--- src/rtl/array_pkg.sv ---
// Shared defaults and FSM state type for the systolic-array sequencer.
package array_pkg;
    localparam int N_DEF      = 4;
    localparam int DATA_W_DEF = 8;

    typedef enum logic [2:0] {
        IDLE,
        CLEAR,
        FEED,
        DRAIN,
        OUT
    } seq_state_t;
endpackage

--- src/rtl/array_tile_buf.sv ---
// N x N tile store: one row-wide write port and an independent (row, column) read per lane.
module array_tile_buf
    import array_pkg::*;
#(
    parameter int N      = N_DEF,
    parameter int DATA_W = DATA_W_DEF,
    parameter int LANE_W = (N > 1) ? $clog2(N) : 1
) (
    input  logic                clk,
    input  logic                reset,
    input  logic                we,
    input  logic [LANE_W-1:0]   wr_row,
    input  logic [N*DATA_W-1:0] wr_data,
    input  logic [N*LANE_W-1:0] rd_row,
    input  logic [N*LANE_W-1:0] rd_col,
    output logic [N*DATA_W-1:0] rd_data
);
    logic [DATA_W-1:0] mem [N][N];

    always_ff @(posedge clk) begin
        if (reset) begin
            for (int r = 0; r < N; r++) begin
                for (int c = 0; c < N; c++) begin
                    mem[r][c] <= '0;
                end
            end
        end else if (we) begin
            for (int c = 0; c < N; c++) begin
                mem[wr_row][c] <= wr_data[c*DATA_W +: DATA_W];
            end
        end
    end

    always_comb begin
        rd_data = '0;
        for (int i = 0; i < N; i++) begin
            rd_data[i*DATA_W +: DATA_W] = mem[rd_row[i*LANE_W +: LANE_W]][rd_col[i*LANE_W +: LANE_W]];
        end
    end
endmodule

--- src/rtl/array_seq.sv ---
// Sequencer for an N x N systolic array: load, skewed feed, drain and result handshake.
// Optional cycle counter output perf_cycles is built when ARRAY_SEQ_PERF_EN is defined.
module array_seq
    import array_pkg::*;
#(
    parameter int N      = N_DEF,
    parameter int DATA_W = DATA_W_DEF,
    parameter int LANE_W = (N > 1) ? $clog2(N) : 1
) (
    input  logic                clk,
    input  logic                reset,
    input  logic                ld_valid,
    output logic                ld_ready,
    input  logic                ld_sel,
    input  logic [LANE_W-1:0]   ld_lane,
    input  logic [N*DATA_W-1:0] ld_data,
    input  logic                start,
    output logic                busy,
    output logic                done,
    output logic                arr_reset,
    output logic                arr_through,
    output logic [N*DATA_W-1:0] top_in,
    output logic [N*DATA_W-1:0] left_in,
    input  logic [N*DATA_W-1:0] down_out,
    output logic                res_valid,
    input  logic                res_ready,
`ifdef ARRAY_SEQ_PERF_EN
    output logic [31:0]         perf_cycles,
`endif
    output logic [N*DATA_W-1:0] res_data
);
    localparam int CNT_W = $clog2(3 * N);
    localparam logic [CNT_W-1:0] LAST_F   = CNT_W'(3 * N - 2);
    localparam logic [CNT_W-1:0] LAST_ROW = CNT_W'(N - 1);

    seq_state_t          state;
    logic [CNT_W-1:0]    cnt;
    logic [CNT_W-1:0]    f_nxt;
    logic                feed_nxt;
    logic [N-1:0]        lane_on;
    logic [LANE_W-1:0]   cnt_lane;
    logic [N*LANE_W-1:0] feed_row, feed_col, res_row, res_col;
    logic [N*DATA_W-1:0] top_rd, left_rd, top_nxt, left_nxt;
    logic                ld_fire, top_we, left_we, res_we;

    assign ld_fire  = ld_valid && ld_ready;
    assign top_we   = ld_fire && !ld_sel;
    assign left_we  = ld_fire && ld_sel;
    assign res_we   = (state == DRAIN);
    assign cnt_lane = cnt[LANE_W-1:0];

    // Feed addresses are computed for the coming cycle so top_in/left_in can be registered.
    always_comb begin
        feed_nxt = 1'b0;
        f_nxt    = '0;
        lane_on  = '0;
        feed_row = '0;
        feed_col = '0;
        res_row  = '0;
        res_col  = '0;
        if (state == CLEAR) begin
            feed_nxt = 1'b1;
        end else if (state == FEED && cnt != LAST_F) begin
            feed_nxt = 1'b1;
            f_nxt    = cnt + 1'b1;
        end
        for (int i = 0; i < N; i++) begin
            lane_on[i] = feed_nxt && (int'(f_nxt) >= i) && (int'(f_nxt) < i + N);
            feed_row[i*LANE_W +: LANE_W] = LANE_W'(i);
            feed_col[i*LANE_W +: LANE_W] = LANE_W'(f_nxt - CNT_W'(i));
            res_row[i*LANE_W +: LANE_W]  = cnt_lane;
            res_col[i*LANE_W +: LANE_W]  = LANE_W'(i);
        end
    end

    always_comb begin
        top_nxt  = '0;
        left_nxt = '0;
        for (int i = 0; i < N; i++) begin
            if (lane_on[i]) begin
                top_nxt[i*DATA_W +: DATA_W]  = top_rd[i*DATA_W +: DATA_W];
                left_nxt[i*DATA_W +: DATA_W] = left_rd[i*DATA_W +: DATA_W];
            end
        end
    end

    array_tile_buf #(.N(N), .DATA_W(DATA_W), .LANE_W(LANE_W)) u_top_buf (
        .clk(clk), .reset(reset), .we(top_we), .wr_row(ld_lane), .wr_data(ld_data),
        .rd_row(feed_row), .rd_col(feed_col), .rd_data(top_rd)
    );

    array_tile_buf #(.N(N), .DATA_W(DATA_W), .LANE_W(LANE_W)) u_left_buf (
        .clk(clk), .reset(reset), .we(left_we), .wr_row(ld_lane), .wr_data(ld_data),
        .rd_row(feed_row), .rd_col(feed_col), .rd_data(left_rd)
    );

    array_tile_buf #(.N(N), .DATA_W(DATA_W), .LANE_W(LANE_W)) u_res_buf (
        .clk(clk), .reset(reset), .we(res_we), .wr_row(cnt_lane), .wr_data(down_out),
        .rd_row(res_row), .rd_col(res_col), .rd_data(res_data)
    );

    // One counter serves as feed step, drain row and output row depending on state.
    always_ff @(posedge clk) begin
        if (reset) begin
            state       <= IDLE;
            cnt         <= '0;
            busy        <= 1'b0;
            done        <= 1'b0;
            res_valid   <= 1'b0;
            arr_through <= 1'b0;
            arr_reset   <= 1'b1;
            ld_ready    <= 1'b1;
            top_in      <= '0;
            left_in     <= '0;
        end else begin
            done    <= 1'b0;
            top_in  <= top_nxt;
            left_in <= left_nxt;
            case (state)
                IDLE: begin
                    if (start) begin
                        state    <= CLEAR;
                        busy     <= 1'b1;
                        ld_ready <= 1'b0;
                    end
                end
                CLEAR: begin
                    state     <= FEED;
                    cnt       <= '0;
                    arr_reset <= 1'b0;
                end
                FEED: begin
                    if (cnt == LAST_F) begin
                        state       <= DRAIN;
                        cnt         <= '0;
                        arr_through <= 1'b1;
                    end else begin
                        cnt <= cnt + 1'b1;
                    end
                end
                DRAIN: begin
                    if (cnt == LAST_ROW) begin
                        state       <= OUT;
                        cnt         <= '0;
                        arr_through <= 1'b0;
                        res_valid   <= 1'b1;
                    end else begin
                        cnt <= cnt + 1'b1;
                    end
                end
                OUT: begin
                    if (res_ready) begin
                        if (cnt == LAST_ROW) begin
                            state     <= IDLE;
                            cnt       <= '0;
                            res_valid <= 1'b0;
                            busy      <= 1'b0;
                            done      <= 1'b1;
                            arr_reset <= 1'b1;
                            ld_ready  <= 1'b1;
                        end else begin
                            cnt <= cnt + 1'b1;
                        end
                    end
                end
                default: state <= IDLE;
            endcase
        end
    end

`ifdef ARRAY_SEQ_PERF_EN
    logic [31:0] perf_cnt;

    // The done cycle closes the run, so it is counted before the value freezes.
    always_ff @(posedge clk) begin
        if (reset) begin
            perf_cnt <= '0;
        end else if (state == IDLE && start) begin
            perf_cnt <= '0;
        end else if (state != IDLE || done) begin
            perf_cnt <= perf_cnt + 32'd1;
        end
    end

    assign perf_cycles = perf_cnt;
`endif
endmodule

--- config.mk ---
export PLATFORM = sky130hd
export DESIGN_NAME = array_seq
export DESIGN_NICKNAME = d
export VERILOG_FILES = /design/src/rtl/array_pkg.sv /design/src/rtl/array_tile_buf.sv /design/src/rtl/array_seq.sv
export SDC_FILE = /design/constraint.sdc
export NUM_CORES = 1
export LEC_CHECK = 0
export BUFFER_PORTS_ARGS = -buffer_cell sky130_fd_sc_hd__buf_2
export CORE_ASPECT_RATIO = 0.5
export CORE_MARGIN = 1
export CORE_UTILIZATION = 55
export DETAILED_ROUTE_END_ITERATION = 7
export PLACE_DENSITY = 0.74
export SLEW_MARGIN = 5
export SYNTH_ARGS = -nofsm -noshare
export SYNTH_HDL_FRONTEND = slang
export SYNTH_SLANG_ARGS = --single-unit
--- constraint.sdc ---
create_clock -name clk -period 4.9 [get_ports clk]
set_clock_uncertainty 0.15 [all_clocks]
set_input_delay 0.245 -clock clk [delete_from_list [all_inputs] [get_ports clk]]
set_output_delay 0.245 -clock clk [all_outputs]
set_load 0.05 [all_outputs]
==> results of run 1 <==
Yosys cell counts (all sizes together) (23+ instances only):
| library cell | n |
|---|---|
| a211oi | 64 |
| and2 | 256 |
| and3 | 146 |
| clkbuf | 106 |
| dfxtp | 79 |
| edfxtp | 384 |
| mux4 | 32 |
| nand2 | 93 |
| nor2b | 52 |
| nor3 | 23 |
| o21ai | 36 |
registers in the layout, indices dropped and copies added, names as in the netlist, named ones only:
signal and count:
res_valid 1, cnt 4, busy 1, u_top_buf.mem 128, arr_through 1, ld_ready 1, top_in 32, arr_reset 1
state 3, left_in 32, u_left_buf.mem 128, done 1, u_res_buf.mem 128
timing repair:
item,4_1_cts,5_1_grt
hold buffers,37,1
hold endpoints to repair,153,1
gates resized for setup,0,0
worst min path at each step:
stage / startpoint / end / slack, ns / cells past startpoint
6_report: ld_data[9] / u_top_buf.mem[0][17] / 0.02 / 2
3_3_place_gp: arr_reset / arr_reset / 0.30 / 2
5_1_grt: ld_data[23] / u_left_buf.mem[1][15] / 0.008 / 2
4_1_cts: ld_data[17] / u_top_buf.mem[0][9] / 0.003 / 2
3_5_place_dp: busy / busy / 0.31 / 2
2_1_floorplan: res_ready / arr_reset / 0.28 / 2
routing by layer:
layer / part of all wire, % / routed length (um) / up-vias / track usage, %
li1: - / - / 5946 / -
met1: 39 / 19500 / 6581 / 33.2
met2: 51 / 25400 / 511 / 46.6
met3: 7.1 / 3520 / 81 / 4.49
met4: 2.3 / 1130 / 0 / 7.24
met5: 0 / 0 / - / 0
cell type report:
type,count,area (um2)
Inverter,20,75.1
Tap cell,484,606
Timing Repair Buffer,243,1490
Multi-Input combinational cell,908,6440
Clock buffer,56,1180
Fill cell,2637,12800
Antenna cell,4,10.0
Sequential cell,463,13100
Clock inverter,22,213
where the power goes:
group	total, mW	switching (mW)	internal [mW]
sequential	4.45	0.0477	4.40
combinational	0.594	0.428	0.166
clock	3.34	1.47	1.87
total	8.38	1.95	6.43
logic make-up (layout without fill, tap and decap cells):
kind of cell,Yosys count,in the layout
simple gates,654,654
buf+inv,146,341
xor+xnor,3,3
fa+ha+maj,6,6
mux,52,52
compound gates,193,193
other cells,0,4
flops,463,463
per-stage QoR:
stage / power [mW] / setup WS (ns) / util (%) / hold slack (ns)
2_1_floorplan: 4.87 / 1.26 / - / 0.277
3_3_place_gp: 5.08 / 1.37 / 59.4 / 0.301
3_5_place_dp: 5.10 / 1.22 / 59.4 / 0.310
4_1_cts: 8.41 / 1.20 / 64.3 / 0.00317
5_1_grt: 8.60 / 0.886 / 64.3 / 0.00782
6_report: 8.38 / 1.15 / 64.4 / 0.0248
==> out/metrics.csv, run 1 <==
metric,value,unit
"CTS clk-pin slew, worst paths",0.07,ns
share of the synthesized area in the top cell type,57.4,%
design area,0.0231,mm2
post-synthesis simple-gate area fraction,19.2,%
Starting DRT DRC Count,1216,
crit path capture,top_in[25],
CTS Buf Count,42,
H-tree levels,2,
wire length per cell,22.5,um
post-CTS setup repair buffer count,0,
Critical Path RT,5.14,ns
dpl hpwl,28.6,mm
Final ANT Viol Nets,0,
area of the die,0.0373,mm2
Leak,9.12,nW
worst-skew pair later-pin latency,0.56,ns
"Seq/Total Area, Yosys",65.3,%
Area after DPL,0.0213,mm2
final wirelength,49.5,mm
Buf/Inv on CP,3,
final-report hold violation count,0,
Synth area leader,edfxtp_1,
crit path launch type,flip-flop,
Final Non-Filler Cells,2200,
fin. max-slew vios,0,
gr ovfl total,0,
worst-path cell chain,inv_1 > ha_2 > and3_1 > inv_1 > ha_2 > buf_4 > nor2b_1 > a211oi_1 > a211oi_2,
"delay-heaviest family, CP",adder cells,
number of global-route vias before repair,12700,
status,completed,
Num Clock Sinks,463,
post-synthesis instance total,1517,
area growth from synthesis to layout,15.1,%
"Largest stage delay, worst path",0.74,ns
starting density of the core,55.9,%
total iterations of the first detailed-routing run,7,
PwrDens,362,mW/mm2
root buffer cell,clkbuf_16,
Post-route DRC,0,
IO Port Bufs,173,
first-pass GRT wire length,72.8,mm
Synth Area in Adders,0.374,%
Syn Std Cell Area,0.0201,mm2
syn_nets,1595,
RR Startpoint,cnt[1],
maximum clock path buffer count,3,
initial antenna violation count,5,
nets,1756,
Max Clk Rate,267,MHz
final-report setup violation count,0,
WP depth,9,
worst setup path start,cnt[1],
final worst path period share,76.4,%
Total Neg Setup Slack,0,ns
Hold WC Path Type,in -> reg,
asr flop ratio synth,0,%
CTS tree,built,
worst-path maximum fanout,48,
Synth Flop Type,edfxtp_1,
dpl cells,2080,
slowest cell on the critical path,ha_2,
post-synthesis compound-gate area fraction,7.56,%
Total Routing Usage GR,26.2,%
Max VDD drop,0.000216,V
via count,13100,
largest net degree at the start of global routing,117,
Via density,5.96,
Period minus WS final,3.75,ns
largest family of logic cells by synthesized area,simple AND/OR/NAND/NOR gates,
fraction of layout cells with a size suffix above 1,20.4,%
Synthesis Warnings,0,
worst reg2reg setup slack,1.15,ns
"Avg Cell Area, Syn",13.2,um2
Die X,272,um
Core Box Area,0.0359,mm2
RSZ-0062 raised after global routing,no,
final RePlAce weighted congestion,0.860,
Max-Cap Viols,0,
"EDFF count, synth",384,
Crit Path Category,reg -> reg,
Rows,49,
Synth Area in XOR/XNOR,0.131,%
post-synth cell types,59,
most frequent cells in the layout,"384 x edfxtp_1, 256 x and2_1, 173 x buf_2, 146 x and3_1, 93 x nand2_1",
post-synthesis mux area share,4.60,%
Relative slew margins,20.3,%
die extent in y,137,um
path depth of the worst reg2reg path,9,
#FFs+latches synth,463,
I/O pin count,174,
Area contributors post-synth,"edfxtp_1 57%, and2_1 8.0%, dfxtp_1 7.9%, and3_1 4.5%, mux4_2 3.6%",
Worst Tran Pin Value,1.20,ns
RR Endpoint,top_in[25],
Worst Path Arrival,3.98,ns
"commonest non-fill, non-tap cell in the layout",edfxtp_1,
crit end category,flip-flop,
No activity file was read; power rests on OpenSTA's default activity.
==> inputs of run 2 (changes only) <==
==> constraint.sdc (replaced) <==
create_clock -name clk -period 3.6 [get_ports clk]
set_clock_uncertainty 0.15 [all_clocks]
set_input_delay 0.18 -clock clk [delete_from_list [all_inputs] [get_ports clk]]
set_output_delay 0.18 -clock clk [all_outputs]
set_load 0.05 [all_outputs]
==> run 2 against run 1 <==
- total power up 36%
- core utilization up 0.55 points
- worst setup slack worse by 0.70 ns
- clock power up 35%
- first-iteration DRC count up 9.5%
- largest cell class unchanged
- critical path depth up 2
- die area unchanged
- count of clock-buffer cells in the layout up 1
==> out/metrics.csv, run 2 (synthesis gave the netlist of run 1 again) <==
metric,value,unit,change
PwrDens,489,mW/mm2,+35%
H-tree levels,2,,unchanged
Hold WC Path Type,in -> reg,,
WL met1,19.6,mm,+0.42%
starting density of the core,55.9,%,unchanged
Total Routing Usage GR,26.7,%,+0.54 points
Period minus WS final,3.15,ns,-0.599 ns
die extent in y,137,um,unchanged
RSZ-0062 raised after global routing,no,,
Critical Path RT,3.84,ns,-1.30 ns
Max-Cap Viols,0,,unchanged
status,completed,,
Core Box Area,0.0359,mm2,unchanged
dpl hpwl,28.9,mm,+1.1%
Total Neg Setup Slack,0,ns,unchanged
fin. max-slew vios,0,,unchanged
post-layout util,64.9,%,+0.55 points
IO Port Bufs,173,,unchanged
Rows,49,,unchanged
nets,1775,,+1.1%
most frequent cells in the layout,"384 x edfxtp_1, 256 x and2_1, 173 x buf_2, 146 x and3_1, 93 x nand2_1",,
area growth from synthesis to layout,16.1,%,
"commonest non-fill, non-tap cell in the layout",edfxtp_1,,
root buffer cell,clkbuf_16,,
met2 routed WL,24.9,mm,-1.9%
fillcell total,2618,,-0.72%
initial antenna violation count,2,,-3
Die X,272,um,unchanged
area of the die,0.0373,mm2,unchanged
final worst path period share,87.4,%,+11 points
Relative slew margins,26.5,%,+6.2 points
final wirelength,49.9,mm,+0.85%
largest net degree at the start of global routing,129,,+10%
PnR Total Power,11.4,mW,+36%
Via density,5.91,,-0.89%
worst-path maximum fanout,30,,-38%
number of global-route vias before repair,12800,,+1.4%
worst-skew pair later-pin latency,0.55,ns,about the same
Worst Tran Pin Value,1.10,ns,-0.0934 ns
post-CTS setup repair buffer count,0,,unchanged
fraction of layout cells with a size suffix above 1,20.5,%,+0.15 points
Post-route DRC,0,,unchanged
Crit Path Category,reg -> reg,,
gr ovfl total,0,,unchanged
final RePlAce weighted congestion,0.853,,-0.76%
WHS,0.0262,ns,+0.00142 ns
total iterations of the first detailed-routing run,7,,unchanged
wire length per cell,22.5,um,+0.22%
via count,13100,,-0.26%
Leak,9.22,nW,+1.1%
CTS tree,built,,
CTS Buf Count,41,,-2.4%
Starting DRT DRC Count,1332,,+9.5%
routed length on met3,3.89,mm,+10%
final-report hold violation count,0,,unchanged
first-pass GRT wire length,74.4,mm,+2.2%
Num Clock Sinks,463,,unchanged
crit end category,flip-flop,,
"CTS clk-pin slew, worst paths",0.07,ns,about the same
I/O pin count,174,,unchanged
maximum clock path buffer count,3,,unchanged
Max Clk Rate,318,MHz,+19%
Final ANT Viol Nets,0,,unchanged
Worst Path Arrival,3.38,ns,-0.60 ns
final-report setup violation count,0,,unchanged
pre-CTS WS,0.528,ns,-0.697 ns
crit path launch type,flip-flop,,
PnR worst setup slack,0.454,ns,-0.701 ns
biggest regs,"u_left_buf.mem (128), u_res_buf.mem (128), u_top_buf.mem (128)",,
Top Layer Used,met4,,
Max VDD drop,0.000324,V,+50%
-- run 2: cell count changes in the layout (fill, tap and decap cells not counted), sizes merged --
cell         previous run  this run
dlygate4sd3            38        50
inv                    23        20
diode                   4         1
buf                   205       213
clkbuf                 56        57
clkinv                 16        15
-- run 2: cell type report --
type / count / area (um2) / share of cell area (%)
well taps: 484 / 606 / 2.60
diodes: 1 / 2.50 / 0.0107
repair buffers: 263 / 1690 / 7.25
clock inverters: 18 / 178 / 0.762
multi-input cells: 908 / 6440 / 27.6
clock buffers: 57 / 1210 / 5.19
flip-flops and latches: 463 / 13100 / 56.2
inverters: 20 / 75.1 / 0.322
-- run 2: worst paths after layout --
| path | start | to | slack, ns | cells past startpoint |
|---|---|---|---|---|
| setup reg to reg | cnt[0] | top_in[24] | 0.45 | 11 |
| hold / removal | ld_data[28] | u_left_buf.mem[0][4] | 0.03 | 2 |
| hold reg to reg | busy | busy | 0.31 | 2 |
| setup / recovery | cnt[0] | top_in[24] | 0.45 | 11 |
-- run 2: repair_timing --
item,CTS,global route
resized for setup,0,0
endpoints found under the hold margin,238,1
setup endpoints to repair,0,0
hold buffers,49,1
-- run 2: critical path, cell delays in order (launching register included) --
cell and delay [ns]:
dfxtp_2 0.35, inv_1 0.10, ha_1 0.29, nand3b_1 0.18, buf_4 0.25, and3_1 0.25, inv_1 0.09, ha_2 0.63
buf_12 0.26, nor2b_1 0.07, a211oi_1 0.26, a211oi_2 0.07
-- run 2: report_power, final --
group / internal, mW / switching, mW / total, mW
registers: 5.99 / 0.0659 / 6.05
logic: 0.241 / 0.593 / 0.834
clock network: 2.58 / 1.94 / 4.52
total: 8.81 / 2.60 / 11.4
-- run 2: metrics by stage --
step	cells	area [um2]
2_1_floorplan	1517	20100
3_3_place_gp	2088	21400
3_5_place_dp	2088	21400
4_1_cts	2212	23300
5_1_grt	2213	23300
6_report	2214	23300
-- run 2: layer usage --
layer  up-vias  GRT usage, %
met1      6499          34.1
li1       5970             -
met5         -             0
met4         0          9.11
met2       516          46.2
met3       100          5.11
==> inputs of run 3 (changes only) <==
--- a/config.mk
+++ b/config.mk
@@ -8,9 +8,9 @@
 export BUFFER_PORTS_ARGS = -buffer_cell sky130_fd_sc_hd__buf_2
 export CORE_ASPECT_RATIO = 0.5
 export CORE_MARGIN = 1
-export CORE_UTILIZATION = 55
+export CORE_UTILIZATION = 54
 export DETAILED_ROUTE_END_ITERATION = 7
-export PLACE_DENSITY = 0.74
+export PLACE_DENSITY = 0.76
 export SLEW_MARGIN = 5
 export SYNTH_ARGS = -nofsm -noshare
 export SYNTH_HDL_FRONTEND = slang
==> constraint.sdc (replaced) <==
create_clock -name clk -period 2.7 [get_ports clk]
set_clock_uncertainty 0.15 [all_clocks]
set_input_delay 0.135 -clock clk [delete_from_list [all_inputs] [get_ports clk]]
set_output_delay 0.135 -clock clk [all_outputs]
set_load 0.05 [all_outputs]
==> run 3 against run 2 <==
- the flow now finishes with violations (design-rule violations)
- total power grew 32%
- global-route usage grew 0.12 points
- routed wire length grew 2.4%
- sequential power grew 33%
- die area grew 1.8%
- largest power group unchanged
- register-to-register slack lost 0.36 ns
- critical endpoint is now left_in[30]
- clock power grew 29%
- critical path depth shrank 2
- final cell count grew 1.7%
==> out/metrics.csv, run 3 (synthesis gave the netlist of run 1 again) <==
metric,value,unit,change
Max VDD drop,0.000383,V,+18%
crit path launch type,flip-flop,,
PnR worst setup slack,0.0905,ns,-0.364 ns
final wirelength,51.1,mm,+2.4%
Total Routing Usage GR,26.9,%,+0.12 points
Critical Path RT,2.97,ns,-0.87 ns
Die X,275,um,+0.92%
IO Port Bufs,173,,unchanged
Rows,49,,unchanged
final-report setup violation count,0,,unchanged
crit end category,flip-flop,,
Worst Path Arrival,2.88,ns,-0.50 ns
worst-path maximum fanout,29,,-3.3%
most frequent cells in the layout,"384 x edfxtp_1, 256 x and2_1, 173 x buf_2, 146 x and3_1, 93 x nand2_1",,
Num Clock Sinks,463,,unchanged
"commonest non-fill, non-tap cell in the layout",edfxtp_1,,
dpl cells,2109,,+1.0%
multi-input logic area,0.00651,mm2,+1.0%
Final Non-Filler Cells,2252,,+1.7%
largest net degree at the start of global routing,73,,-43%
failing checks,design-rule violations,,
"CTS clk-pin slew, worst paths",0.06,ns,about the same
path depth of the worst reg2reg path,9,,-2
via count,13400,,+2.5%
Worst Hold Depth,2,,unchanged
gr ovfl total,0,,unchanged
root buffer cell,clkbuf_16,,
Period minus WS final,2.61,ns,-0.536 ns
area of the die,0.0380,mm2,+1.8%
PwrDens,635,mW/mm2,+30%
H-tree levels,2,,unchanged
Starting DRT DRC Count,1345,,+0.98%
initial antenna violation count,1,,-1
Relative slew margins,57.1,%,+31 points
fin. max-slew vios,0,,unchanged
post-CTS setup repair buffer count,0,,unchanged
wire length per cell,22.7,um,+0.67%
Final ANT Viol Nets,0,,unchanged
biggest regs,"u_left_buf.mem (128), u_res_buf.mem (128), u_top_buf.mem (128)",,
# diodes,0,,-1
area growth from synthesis to layout,18.4,%,
pre-CTS WS,0.152,ns,-0.376 ns
first-pass GRT wire length,77.4,mm,+4.1%
Worst Tran Pin Value,0.639,ns,-0.463 ns
final RePlAce weighted congestion,0.852,,-0.20%
maximum clock path buffer count,3,,unchanged
RSZ-0062 raised after global routing,no,,
dpl hpwl,29.6,mm,+2.4%
final-report hold violation count,0,,unchanged
total iterations of the first detailed-routing run,7,,unchanged
nets,1814,,+2.2%
Hold WC Path Type,in -> reg,,
CTS tree,built,,
Max Clk Rate,383,MHz,+21%
worst-skew pair later-pin latency,0.56,ns,about the same
Storage cell area,0.0131,mm2,unchanged
I/O pin count,174,,unchanged
Total Neg Setup Slack,0,ns,unchanged
die extent in y,138,um,+0.91%
final worst path period share,96.6,%,+9.3 points
CTS Buf Count,43,,+4.9%
Crit Path Category,reg -> reg,,
number of global-route vias before repair,13300,,+3.8%
Max-Cap Viols,0,,unchanged
status,finished with violations,,
Via density,5.96,,+0.76%
Core Box Area,0.0363,mm2,+1.0%
fillcell total,2569,,-1.9%
Leak,9.41,nW,+2.0%
starting density of the core,55.3,%,-0.57 points
Post-route DRC,8,,+8
fraction of layout cells with a size suffix above 1,21.6,%,+1.1 points
[run 3: cell types whose count changed in the layout (fill, tap and decap cells not counted), sizes merged]
| cell | delta |
|---|---|
| diode | -1 |
| dlygate4sd3 | +16 |
| clkinv | -3 |
| buf | +21 |
| clkinvlp | +2 |
| inv | +1 |
| clkbuf | +4 |
| bufinv | -2 |
[run 3: worst max-delay path, stage by stage (launching register included)]
cell and delay [ns]:
dfxtp_1 0.45, inv_1 0.11, ha_2 0.43, and3_1 0.29, inv_1 0.12, ha_4 0.31
buf_12 0.19, nor2b_1 0.07, a211oi_1 0.27, a211oi_2 0.08
[run 3: worst paths after layout]
path	start	endpoint	slack, ns
max	cnt[1]	left_in[30]	0.09
min	ld_data[27]	u_top_buf.mem[1][3]	0.03
max reg2reg	cnt[1]	left_in[30]	0.09
min reg2reg	busy	busy	0.31
[run 3: cell type report]
cell class	count	area share, %
clock inverters	16	0.500
repair buffers	300	8.98
clock buffers	61	5.11
multi-input cells	908	27.4
inverters	20	0.316
flip-flops and latches	463	55.2
well taps	484	2.55
[run 3: report_power, final]
group	switching (mW)	internal (mW)
logic	0.817	0.388
registers	0.0867	7.98
clock network	2.60	3.24
[run 3: timing repair]
item / 4_1_cts / 5_1_grt
gates resized for setup: 0 / 0
hold buffers: 66 / 0
endpoints found under the hold margin: 368 / 0
[run 3: metrics by stage]
step	power (mW)	cell area, um2	util (%)	hold WS (ns)
2_1_floorplan	8.86	20200	-	0.167
3_3_place_gp	9.30	21800	60.0	0.300
3_5_place_dp	9.34	21800	60.0	0.299
4_1_cts	15.2	23800	65.5	0.00238
5_1_grt	15.5	23800	65.5	0.0208
6_report	15.1	23800	65.5	0.0347
[run 3: metal layers]
| metal | up-vias | wire length (um) | GRT usage [%] |
|---|---|---|---|
| li1 | 6040 | - | - |
| met1 | 6688 | 20400 | 35.0 |
| met2 | 556 | 25200 | 45.3 |
| met3 | 125 | 3610 | 4.53 |
| met4 | 2 | 1870 | 9.91 |
| met5 | - | 13 | 0 |
